$ cat config.mk
export PLATFORM = sky130hd
export DESIGN_NAME = alu_issue_seq_flat
export DESIGN_NICKNAME = d
export VERILOG_FILES = /design/src/rtl/alu_issue_seq_if.sv /design/src/rtl/alu_issue_seq.sv /design/src/flat_wrapper.sv
export SDC_FILE = /design/constraint.sdc
export NUM_CORES = 1
export LEC_CHECK = 0
export BUFFER_PORTS_ARGS = -buffer_cell sky130_fd_sc_hd__clkbuf_2
export CORE_UTILIZATION = 25
export DETAILED_ROUTE_END_ITERATION = 8
export PLACE_DENSITY = 0.42
export SYNTH_ARGS = -nofsm -noshare
export SYNTH_HDL_FRONTEND = slang
export SYNTH_SLANG_ARGS = --single-unit
$ cat constraint.sdc
create_clock -name Clk -period 2.29 [get_ports Clk]
set_input_delay 0.229 -clock Clk [delete_from_list [all_inputs] [get_ports Clk]]
set_output_delay 0.229 -clock Clk [all_outputs]
set_load 0.005 [all_outputs]
$ cat src/rtl/alu_issue_seq_if.sv
// rtl/alu_issue_seq_if.sv - instruction, register-file and ALU signal bundle for alu_issue_seq
interface alu_issue_seq_if #(
    parameter int W    = 8,
    parameter int RA_W = 3
);
    logic            InstValid;
    logic [8:0]      Inst;
    logic            InstReady;
    logic [RA_W-1:0] RfRdAddr;
    logic [W-1:0]    RfRdData;
    logic            RfWe;
    logic [RA_W-1:0] RfWrAddr;
    logic [W-1:0]    RfWrData;
    logic [3:0]      AluOp;
    logic [W-1:0]    AluA;
    logic [W-1:0]    AluB;
    logic            AluOvIn;
    logic [W-1:0]    AluOut;
    logic            AluOvOut;

    modport master (
        input  InstValid, Inst, RfRdData, AluOut, AluOvOut,
        output InstReady, RfRdAddr, RfWe, RfWrAddr, RfWrData, AluOp, AluA, AluB, AluOvIn
    );

    modport slave (
        output InstValid, Inst, RfRdData, AluOut, AluOvOut,
        input  InstReady, RfRdAddr, RfWe, RfWrAddr, RfWrData, AluOp, AluA, AluB, AluOvIn
    );
endinterface

$ cat src/rtl/alu_issue_seq.sv
// rtl/alu_issue_seq.sv - serial issue sequencer driving the 8-bit ALU from a single-read-port register file
module alu_issue_seq #(
    parameter int W     = 8,
    parameter int RA_W  = 3,
    parameter int CNT_W = 16
) (
    input  logic             Clk,
    input  logic             Reset,
    alu_issue_seq_if.master  bus,
    output logic             OvFlag,
    output logic             Done,
    output logic [CNT_W-1:0] Retired
);

    typedef enum logic [2:0] {
        IDLE = 3'd0,
        RD_A = 3'd1,
        RD_B = 3'd2,
        EXEC = 3'd3,
        WB   = 3'd4,
        HALT = 3'd5
    } seqStateT;

    localparam logic [3:0] OP_STORE = 4'b0011;
    localparam logic [3:0] OP_RST   = 4'b1010;
    localparam logic [3:0] OP_HALT  = 4'b1011;

    seqStateT        state;
    seqStateT        nextState;
    logic            accept;
    logic [3:0]      op;
    logic [RA_W-1:0] ra;
    logic [RA_W-1:0] rb;
    logic [W-1:0]    opA;
    logic [W-1:0]    opB;
    logic            writesRf;

    // store, rst and halt produce no register-file update
    assign writesRf    = !(op == OP_STORE || op == OP_RST || op == OP_HALT);
    assign bus.AluOvIn = OvFlag;

    // state register
    always_ff @(posedge Clk) begin
        if (Reset) begin
            state <= IDLE;
        end else begin
            state <= nextState;
        end
    end

    // next state, handshake and ALU operand drive; operands are steady across EXEC and WB
    always_comb begin
        nextState     = state;
        accept        = 1'b0;
        bus.InstReady = 1'b0;
        Done          = 1'b0;
        bus.AluOp     = OP_HALT;
        bus.AluA      = '0;
        bus.AluB      = '0;
        case (state)
            IDLE: begin
                bus.InstReady = 1'b1;
                if (bus.InstValid) begin
                    accept    = 1'b1;
                    nextState = RD_A;
                end
            end
            RD_A: nextState = RD_B;
            RD_B: nextState = EXEC;
            EXEC: begin
                // opB is still in flight from the read port, so forward it directly
                bus.AluOp = op;
                bus.AluA  = opA;
                bus.AluB  = bus.RfRdData;
                nextState = WB;
            end
            WB: begin
                bus.AluOp = op;
                bus.AluA  = opA;
                bus.AluB  = opB;
                nextState = (op == OP_HALT) ? HALT : IDLE;
            end
            HALT: Done = 1'b1;
            default: nextState = IDLE;
        endcase
    end

    // instruction latch, operand capture, writeback, flag and retire counter
    always_ff @(posedge Clk) begin
        if (Reset) begin
            op           <= '0;
            ra           <= '0;
            rb           <= '0;
            opA          <= '0;
            opB          <= '0;
            bus.RfRdAddr <= '0;
            bus.RfWe     <= 1'b0;
            bus.RfWrAddr <= '0;
            bus.RfWrData <= '0;
            OvFlag       <= 1'b0;
            Retired      <= '0;
        end else begin
            bus.RfWe <= 1'b0;
            case (state)
                IDLE: begin
                    if (accept) begin
                        op           <= bus.Inst[8:5];
                        ra           <= RA_W'(bus.Inst[4:2]);
                        rb           <= RA_W'(bus.Inst[1:0]);
                        bus.RfRdAddr <= RA_W'(bus.Inst[4:2]);
                    end
                end
                RD_A: bus.RfRdAddr <= rb;
                RD_B: opA <= bus.RfRdData;
                EXEC: opB <= bus.RfRdData;
                WB: begin
                    bus.RfWrData <= bus.AluOut;
                    bus.RfWrAddr <= ra;
                    bus.RfWe     <= writesRf;
                    OvFlag       <= bus.AluOvOut;
                    if (op != OP_HALT) begin
                        Retired <= Retired + CNT_W'(1);
                    end
                end
                default: ;
            endcase
        end
    end

endmodule

$ cat src/flat_wrapper.sv
// flat-port wrapper written by rule: the top's interface ports become plain ports
module alu_issue_seq_flat 
#(
    parameter int W     = 8,
    parameter int RA_W  = 3,
    parameter int CNT_W = 16
)
  (Clk, Reset, OvFlag, Done, Retired, bus_InstValid, bus_Inst, bus_RfRdData, bus_AluOut, bus_AluOvOut, bus_InstReady, bus_RfRdAddr, bus_RfWe, bus_RfWrAddr, bus_RfWrData, bus_AluOp, bus_AluA, bus_AluB, bus_AluOvIn);
  alu_issue_seq_if #(.W(W), .RA_W(RA_W)) bus_i ();
  input  logic Clk;
  input  logic Reset;
  output logic OvFlag;
  output logic Done;
  output logic [CNT_W-1:0] Retired;
  input wire logic [$bits(bus_i.InstValid)-1:0] bus_InstValid;
  input wire logic [$bits(bus_i.Inst)-1:0] bus_Inst;
  input wire logic [$bits(bus_i.RfRdData)-1:0] bus_RfRdData;
  input wire logic [$bits(bus_i.AluOut)-1:0] bus_AluOut;
  input wire logic [$bits(bus_i.AluOvOut)-1:0] bus_AluOvOut;
  output wire logic [$bits(bus_i.InstReady)-1:0] bus_InstReady;
  output wire logic [$bits(bus_i.RfRdAddr)-1:0] bus_RfRdAddr;
  output wire logic [$bits(bus_i.RfWe)-1:0] bus_RfWe;
  output wire logic [$bits(bus_i.RfWrAddr)-1:0] bus_RfWrAddr;
  output wire logic [$bits(bus_i.RfWrData)-1:0] bus_RfWrData;
  output wire logic [$bits(bus_i.AluOp)-1:0] bus_AluOp;
  output wire logic [$bits(bus_i.AluA)-1:0] bus_AluA;
  output wire logic [$bits(bus_i.AluB)-1:0] bus_AluB;
  output wire logic [$bits(bus_i.AluOvIn)-1:0] bus_AluOvIn;
  assign bus_i.InstValid = bus_InstValid;
  assign bus_i.Inst = bus_Inst;
  assign bus_i.RfRdData = bus_RfRdData;
  assign bus_i.AluOut = bus_AluOut;
  assign bus_i.AluOvOut = bus_AluOvOut;
  assign bus_InstReady = bus_i.InstReady;
  assign bus_RfRdAddr = bus_i.RfRdAddr;
  assign bus_RfWe = bus_i.RfWe;
  assign bus_RfWrAddr = bus_i.RfWrAddr;
  assign bus_RfWrData = bus_i.RfWrData;
  assign bus_AluOp = bus_i.AluOp;
  assign bus_AluA = bus_i.AluA;
  assign bus_AluB = bus_i.AluB;
  assign bus_AluOvIn = bus_i.AluOvIn;
  alu_issue_seq #(.W(W), .RA_W(RA_W), .CNT_W(CNT_W)) u_core (.Clk(Clk), .Reset(Reset), .bus(bus_i), .OvFlag(OvFlag), .Done(Done), .Retired(Retired));
endmodule
==> reports/metrics.yaml, run 1 <==
route:
  totalWireLength_um: 6750
  first_iter_violations: 73
  num_vias: 2336
  drc_errors: 0
  dr.pass1.iters: 4
  antenna_left: 0
  viasPerCell: 4.38
  drt-wirelength-per-cell_um: 12.7
synthesis:
  seq_area_frac_synth_pct: 48.2
  synth.distinct_cells: 34
  ys.warnings.count: 0
  synth-edff-count: 0
  ys.flop_type: "dfxtp_1"
  async_flop_share_pct: 0
  syn_area_um2: 2490
  synth.net_count: 343
  syn_avg_cell_area_um2: 7.95
  synth_cells: 313
  ys_seq_elements: 60
clock_tree:
  cts_buffer_depth: 2
  cts_buffers: 9
  clock_sinks: 60
  root_buffer: "clkbuf_8"
  clk_latency_ps: 340
  clk_pin_slew_worst_paths_ps: 70
  post_cts_buffers: 0
  cts_tree: "yes"
  htreeDepth: 3
  hold_buffers: 0
sta:
  period_minus_slack_ps: 2080
  rsz0062_at_grt: "no"
  finalHoldViolCount: 0
  finalSetupViolCount: 0
  worst_pin_slew_ps: 416
  fin_crit_sh_pct: 90.7
  skew_ps: 6.94
  timing.fmax_ghz: 0.481
  tns_ps: 0
  relSlewSlack_pct: 72.1
  slew_violations: 0
job:
  timing.max_cap.violations: 0
die:
  chipHeight_um: 102
  initial_core_util_pct: 25.6
  core_area_um2: 9730
  num_rows: 36
  die_x_um: 102
  io-pin-count: 84
  die_area_um2: 10400
finish:
  diodes: 0
  drive_above_1_share_pct: 27.5
  n_fill_cell: 1097
  utilization_pct: 33.9
  area_growth_pct: 32.5
  finalNonFillerCells: 533
  nets: 425
setup_path:
  crit_path_end_kind: "output port"
  path_max_fanout: 16
  crit_type: "register to output port"
  crit_arrival_ps: 1850
  r2r_cells: 4
  crit_end: "bus_AluOp[2]"
  r2r-end: "u_core.Retired[11]"
  crit_path_start_kind: "register"
  r2r-start: "u_core.state[1]"
  critPathRequiredTime_ps: 2060
  crit_start: "u_core.state[1]"
  ff2ff_setup_slack_ps: 270
hold_path:
  hold_class: "input pin to register"
  hold_depth: 3
pwr:
  ir_worst_vdd_uv: 313
  power_density_nw_per_um2: 751
  p_leak_nw: 1.38
place:
  dp_hpwl_um: 4810
  gp_congestion: 0.703
  dp.cells: 517
  io_buffers: 83
grt:
  track_usage_pct: 13.9
  grt_max_degree: 28
  grt-ovfl-total: 0
  grt_pass1_vias: 2241
  grt_pass1_wl_um: 11000
  antenna_found_initial: 0
outcome:
  status: "completed"
[cell type report]
| class | count | area (um^2) | area share (%) |
|---|---|---|---|
| clock buffer | 12 | 155 | 4.70 |
| multi-input combinational | 231 | 1200 | 36.3 |
| timing repair buffer | 91 | 475 | 14.4 |
| tap | 133 | 166 | 5.05 |
| inverter | 2 | 7.51 | 0.228 |
| sequential | 60 | 1200 | 36.4 |
| clock inverter | 4 | 95.1 | 2.88 |
[flip-flops by register name, summed over array words and instances (netlist names)]
register / flops
u_core.bus.RfWrAddr: 3
u_core.bus.RfRdAddr: 3
u_core.OvFlag: 1
u_core.bus.RfWrData: 8
u_core.Retired: 16
u_core.opA: 8
u_core.ra: 3
u_core.bus.RfWe: 1
u_core.opB: 8
u_core.state: 3
u_core.op: 4
u_core.rb: 2
[critical path, stage by stage (launching register included)]
cell and delay [ps]:
dfxtp_1 380, or3b_1 400, buf_4 220, nand2_2 210
and2_1 190, clkbuf_2 120
[per-layer routing]
metal,GRT usage [%],vias to the layer above,share of wire [%]
met5,0,-,0
met4,5.91,0,1.9
met3,5.31,12,6.9
met2,20.8,70,43
met1,17.9,1044,48
li1,-,1210,-
[worst min-delay path by stage]
| stage | endpoint | start |
|---|---|---|
| floorplan | u_core.rb[0] | bus_Inst[0] |
| global placement | u_core.bus.RfWrAddr[1] | u_core.ra[1] |
| detailed placement | u_core.opB[5] | u_core.opB[5] |
| CTS | u_core.bus.RfWrData[1] | bus_AluOut[1] |
| global route | u_core.bus.RfWrData[6] | bus_AluOut[6] |
| finish | u_core.bus.RfWrData[4] | bus_AluOut[4] |
[power breakdown]
part / switching (mW) / internal [mW] / leakage (nW)
combinational: 0.100 / 0.0726 / 0.767
clock: 0.424 / 0.782 / 0.127
sequential: 0.0218 / 1.08 / 0.486
[synth_stat cells (all sizes together) (2+ instances only)]
library cell | instances | area (um^2)
clkbuf | 13 | 48.8
a21oi | 40 | 200
xor2 | 2 | 17.5
nand4 | 5 | 31.3
nand2 | 84 | 315
nor3 | 3 | 15.0
nor3b | 2 | 15.0
and3 | 2 | 12.5
mux2i | 8 | 80.1
and2 | 11 | 68.8
nor2 | 25 | 93.8
xnor2 | 4 | 35.0
nand3 | 6 | 30.0
buf | 7 | 42.5
inv | 2 | 7.51
a311oi | 2 | 17.5
o21ai | 8 | 40.0
dfxtp | 60 | 1200
and4 | 3 | 26.3
a211oi | 2 | 15.0
or3 | 8 | 50.1
nand2b | 7 | 43.8
[cell families after synthesis]
| logic type | count (synthesis) | synth area share, % |
|---|---|---|
| flip-flops | 60 | 48.2 |
| multiplexers | 9 | 3.67 |
| AND/OR/NAND/NOR | 162 | 30.2 |
| buffers and inverters | 22 | 3.97 |
| XOR/XNOR | 6 | 2.11 |
| AO/OA/AOI/OAI | 53 | 11.3 |
| adder cells (fa/ha/maj) | 1 | 0.502 |
[placed cells by master (no fill, tap or decap), types with 4 or more instances in the layout]
cell / instances
nand2_1: 83
dfxtp_1: 60
clkbuf_2: 83
o21ai_0: 8
a21oi_1: 40
buf_4: 8
and2_1: 11
nand3_1: 6
nand2b_1: 7
clkbuf_8: 11
nand4_1: 5
or3_1: 8
xnor2_1: 4
nor2_1: 25
mux2i_1: 8
[what timing repair did]
action | CTS | global route
endpoints found under the setup margin | 0 | 12
gates resized for setup | 0 | 1
hold endpoints to repair | 0 | 0
[through the flow]
step	worst slack [ps]	power [mW]	cell area (um^2)	hold slack, ps
3_5_place_dp	276	1.30	3050	447
3_3_place_gp	293	1.30	3050	439
6_report	213	2.48	3300	106
5_1_grt	56.0	2.60	3300	91.2
4_1_cts	52.5	2.52	3300	85.6
2_1_floorplan	209	1.22	2490	365
Note: power is estimated with default switching activity, not from simulation.
==> inputs of run 2 (changes only) <==
Settings changed: CORE_MARGIN set to 10.
==> run 2 against run 1 <==
Against the previous run: non-clock buffer count unchanged; via count increased by 1.8%; setup slack worse by 30 ps; fmax down 1.4%; sequential power about the same; global-route usage is 3.5 points lower; flip-flop and latch count stayed put; critical path depth did not move; largest power group is now registers.
==> reports/metrics.yaml, run 2 (synthesis results as in run 1) <==
outcome:
  status: "completed"
job:
  timing.max_cap.violations: 0  # unchanged
clock_tree:
  clk_latency_ps: 330  # about the same
  cts_buffers: 9  # unchanged
  root_buffer: "clkbuf_8"
  cts_tree: "yes"
  clock_sinks: 60  # unchanged
  clk_pin_slew_worst_paths_ps: 80  # about the same
  hold_buffers: 0  # unchanged
  cts_buffer_depth: 2  # unchanged
  cts_resized: 0  # unchanged
  htreeDepth: 3  # unchanged
  post_cts_buffers: 0  # unchanged
finish:
  nets: 425  # unchanged
  top_register: "u_core.Retired"
  largest_reg_flops: 16  # unchanged
  area_growth_pct: 30.9
  diodes: 0  # unchanged
  final_common_cell: "nand2_1"
  mostFrequentLayoutCells: "nand2_1 (84), clkbuf_2 (83), dfxtp_1 (60)"
  drive_above_1_share_pct: 27.5  # unchanged
route:
  top_layer_used: "met4"
  num_vias: 2377  # +1.8%
  viasPerCell: 4.46  # +1.8%
  dr.pass1.iters: 6  # +2
  drt-wirelength-per-cell_um: 14.1  # +11%
  met2WireLength_um: 3190  # +9.3%
  first_iter_violations: 109  # +49%
  drc_errors: 0  # unchanged
  wl_met1_um: 3660  # +13%
  totalWireLength_um: 7520  # +11%
  antenna_left: 0  # unchanged
  wl_met3_um: 585  # +25%
sta:
  period_minus_slack_ps: 2110  # +29.5 ps
  slew_violations: 0  # unchanged
  fin_crit_sh_pct: 92.0  # +1.3 points
  skew_ps: 7.64  # +0.701 ps
  relSlewSlack_pct: 56.2  # -16 points
  timing.fmax_ghz: 0.475  # -1.4%
  rsz0062_at_grt: "no"
  finalSetupViolCount: 0  # unchanged
  tns_ps: 0  # unchanged
  finalHoldViolCount: 0  # unchanged
  worst_pin_slew_ps: 656  # +241 ps
pwr:
  p_leak_nw: 1.35  # -2.4%
  power_density_nw_per_um2: 681  # -9.2%
  total_power_mw: 2.22  # -10%
  ir_worst_vdd_uv: 224  # -28%
die:
  die_x_um: 120  # +18%
  chipHeight_um: 120  # +18%
  initial_core_util_pct: 25.6  # unchanged
  die_area_um2: 14400  # +38%
  num_rows: 36  # unchanged
  io-pin-count: 84  # unchanged
  core_area_um2: 9730  # unchanged
grt:
  grt-ovfl-total: 0  # unchanged
  grt_max_degree: 36  # +29%
  grt_pass1_wl_um: 12100  # +9.8%
  antenna_found_initial: 0  # unchanged
  track_usage_pct: 10.4  # -3.5 points
  grt_pass1_vias: 2271  # +1.3%
setup_path:
  crit_path_max_incr_delay_ps: 390  # about the same
  critPathRequiredTime_ps: 2060  # about the same
  path_max_fanout: 16  # unchanged
  crit_path_end_kind: "output port"
  crit_path_start_kind: "register"
  crit_arrival_ps: 1880  # +30 ps
  cp_top_family: "simple AND/OR/NAND/NOR gates"
  path_depth: 5  # unchanged
  crit_type: "register to output port"
  critPathSlowestCell: "or3b_1"
  r2r_cells: 4  # unchanged
  crit_chain: "or3b_1, buf_4, nand2_1, and2_1, clkbuf_2"
  worst-path-buf-inv: 2  # unchanged
place:
  gp_congestion: 0.737  # +4.9%
  dp_hpwl_um: 5710  # +19%
  io_buffers: 83  # unchanged
hold_path:
  hold_class: "input pin to register"
  hold_depth: 3  # unchanged
==> run 2: cell count changes in the layout (fill, tap and decap cells not counted), sizes merged <==
cell and delta:
bufinv -2, clkbuf -3, clkinv +1, clkinvlp +4
==> run 2: final timing paths <==
path / start / to / slack [ps]
setup reg to reg: u_core.state[0] / u_core.Retired[11] / 320
setup / recovery: u_core.state[0] / bus_AluOp[2] / 180
hold / removal: bus_AluOvOut / u_core.OvFlag / 110
hold reg to reg: u_core.opB[5] / u_core.opB[5] / 460
==> run 2: tightest hold or removal path, cell delays in order <==
cell and delay [ps]:
clkbuf_2 80, nand2_1 40, a21oi_1 50
==> run 2: layer usage <==
metal	up-vias	GRT usage, %
met5	-	0
met4	0	4.07
met3	8	4.22
met2	74	14.9
met1	1081	13.7
li1	1214	-
==> run 2: cell type report <==
class	count	area [um^2]
clock buffers	9	124
clock inverters	7	77.6
fillers	1099	6470
inverters	2	7.51
multi-input cells	231	1190
flip-flops and latches	60	1200
well taps	133	166
repair buffers	91	488
==> run 2: power by group <==
group	internal, mW	switching [mW]
Combinational	0.0758	0.106
Sequential	1.08	0.0181
Clock	0.505	0.440
==> run 2: per-stage QoR <==
stage	hold slack [ps]	worst slack, ps	std cells	cell area (um^2)	util [%]
3_3_place_gp	440	380	517	3060	31.4
4_1_cts	87.7	133	533	3260	33.5
3_5_place_dp	447	349	517	3060	31.4
2_1_floorplan	365	209	313	2490	-
5_1_grt	112	63.0	533	3260	33.5
6_report	108	183	533	3260	33.5
==> inputs of run 3 (changes only) <==
Settings changed: PLACE_DENSITY 0.42 to unset, SKIP_LAST_GASP set to 1.
==> run 3 against run 2 <==
Against the previous run: wire length down 2.7%; critical endpoint unchanged; global-route usage down 0.26 points; core utilization up 0.18 points; critical path depth unchanged; first-iteration DRC count down 17%; combinational power about the same; fmax down 1.1%; clock-buffer cell count up 1.
==> reports/metrics.yaml, run 3 (synthesis results as in run 1) <==
outcome:
  status: "completed"
route:
  viasPerCell: 4.50  # +0.80%
  drt-wirelength-per-cell_um: 13.7  # -3.0%
  dr.pass1.iters: 4  # -2
  totalWireLength_um: 7320  # -2.7%
  first_iter_violations: 90  # -17%
  num_vias: 2405  # +1.2%
  drc_errors: 0  # unchanged
  antenna_left: 0  # unchanged
die:
  chipHeight_um: 120  # unchanged
  num_rows: 36  # unchanged
  io-pin-count: 84  # unchanged
  die_x_um: 120  # unchanged
  core_area_um2: 9730  # unchanged
  initial_core_util_pct: 25.6  # unchanged
  die_area_um2: 14400  # unchanged
grt:
  track_usage_pct: 10.2  # -0.26 points
  grt_pass1_vias: 2366  # +4.2%
  antenna_found_initial: 0  # unchanged
  grt-ovfl-total: 0  # unchanged
  grt_pass1_wl_um: 11700  # -2.9%
  grt_max_degree: 34  # -5.6%
clock_tree:
  clock_sinks: 60  # unchanged
  cts_resized: 0  # unchanged
  root_buffer: "clkbuf_8"
  clk_pin_slew_worst_paths_ps: 70  # about the same
  cts_tree: "yes"
  clk_latency_ps: 340  # about the same
  htreeDepth: 3  # unchanged
  cts_buffers: 9  # unchanged
  hold_buffers: 0  # unchanged
  cts_buffer_depth: 2  # unchanged
  post_cts_buffers: 0  # unchanged
finish:
  final_common_cell: "nand2_1"
  area_growth_pct: 31.6
  drive_above_1_share_pct: 27.6  # +0.11 points
  largest_reg_flops: 16  # unchanged
  diodes: 0  # unchanged
  top_register: "u_core.Retired"
  nets: 427  # +0.47%
  mostFrequentLayoutCells: "nand2_1 (84), clkbuf_2 (83), dfxtp_1 (60)"
job:
  timing.max_cap.violations: 0  # unchanged
hold_path:
  hold_depth: 3  # unchanged
  hold_class: "input pin to register"
  hold_path_end: "u_core.rb[1]"
  hold_start: "bus_Inst[1]"
setup_path:
  crit_path_start_kind: "register"
  r2r_cells: 4  # unchanged
  ff2ff_setup_slack_ps: 370  # +50 ps
  critPathRequiredTime_ps: 2060  # about the same
  path_max_fanout: 16  # unchanged
  crit_arrival_ps: 1900  # +20 ps
  crit_path_end_kind: "output port"
  r2r-start: "u_core.state[0]"
  r2r-end: "u_core.Retired[11]"
  crit_type: "register to output port"
sta:
  slew_violations: 0  # unchanged
  skew_ps: 8.77  # +1.13 ps
  fin_crit_sh_pct: 93.0  # +1.0 points
  rsz0062_at_grt: "no"
  timing.fmax_ghz: 0.469  # -1.1%
  finalHoldViolCount: 0  # unchanged
  finalSetupViolCount: 0  # unchanged
  relSlewSlack_pct: 66.2  # +9.9 points
  period_minus_slack_ps: 2130  # +23.2 ps
  worst_pin_slew_ps: 505  # -151 ps
  tns_ps: 0  # unchanged
pwr:
  pwr-share-comb_pct: 7.7  # -0.5 points
  p_leak_nw: 1.37  # +1.5%
  power_density_nw_per_um2: 710  # +4.2%
  power_frac_clock_pct: 45.2  # +2.6 points
  p_sw_mw: 0.563  # -0.19%
  ir_worst_vdd_uv: 301  # +35%
  total_power_mw: 2.33  # +4.8%
  power_frac_seq_pct: 47.1  # -2.2 points
  swShare_pct: 24.2  # -1.2 points
  internal_power_mw: 1.76  # +6.5%
place:
  gp_congestion: 0.745  # +1.1%
  io_buffers: 83  # unchanged
  dp_hpwl_um: 5570  # -2.5%
-- run 3: cell type report --
cell class,count,area (um^2)
Inverter,2,7.51
Multi-Input combinational cell,231,1190
Timing Repair Buffer,93,490
Clock inverter,6,88.8
Sequential cell,60,1200
Tap cell,133,166
Clock buffer,10,128
Fill cell,1068,6450
-- run 3: metrics by stage --
stage / hold slack, ps / area (um^2) / setup slack (ps) / util, % / std cells
after floorplan: 365 / 2490 / 209 / - / 313
after global placement: 438 / 3060 / 420 / 31.5 / 519
after detailed placement: 445 / 3060 / 388 / 31.5 / 519
after CTS: 84.7 / 3280 / 132 / 33.7 / 535
after global routing: 97.1 / 3280 / 35.6 / 33.7 / 535
final: 101 / 3280 / 160 / 33.7 / 535
-- run 3: how the worst max path moves through the flow --
stage / from / endpoint / slack, ps / cells past startpoint
floorplan: u_core.state[2] / u_core.Retired[11] / 210 / 7
global placement: u_core.state[0] / u_core.Retired[11] / 420 / 4
detailed placement: u_core.state[0] / u_core.Retired[11] / 390 / 4
CTS: u_core.state[0] / bus_AluOp[2] / 130 / 5
global route: u_core.state[2] / bus_AluOp[2] / 40 / 5
finish: u_core.state[0] / bus_AluOp[2] / 160 / 5
-- run 3: power by group through the flow --
| stage | combinational (mW) | sequential [mW] | clock (mW) |
|---|---|---|---|
| after floorplan | 0.108 | 1.11 | 0 |
| after global placement | 0.179 | 1.12 | 0 |
| after detailed placement | 0.181 | 1.12 | 0 |
| after CTS | 0.181 | 1.10 | 1.09 |
| after global routing | 0.203 | 1.10 | 1.14 |
| final | 0.179 | 1.10 | 1.05 |
-- run 3: layer usage --
metal  GRT usage, %  share of wire (%)
met3           4.64                9.0
met1           11.9                 45
met2           15.8                 45
met4           4.30                1.5
met5              0                  0
-- run 3: worst max-delay path: stages, from the launching register on --
cell	delay [ps]
dfxtp_1	310
or3b_1	380
buf_4	210
nand2_1	310
and2_1	230
clkbuf_2	130
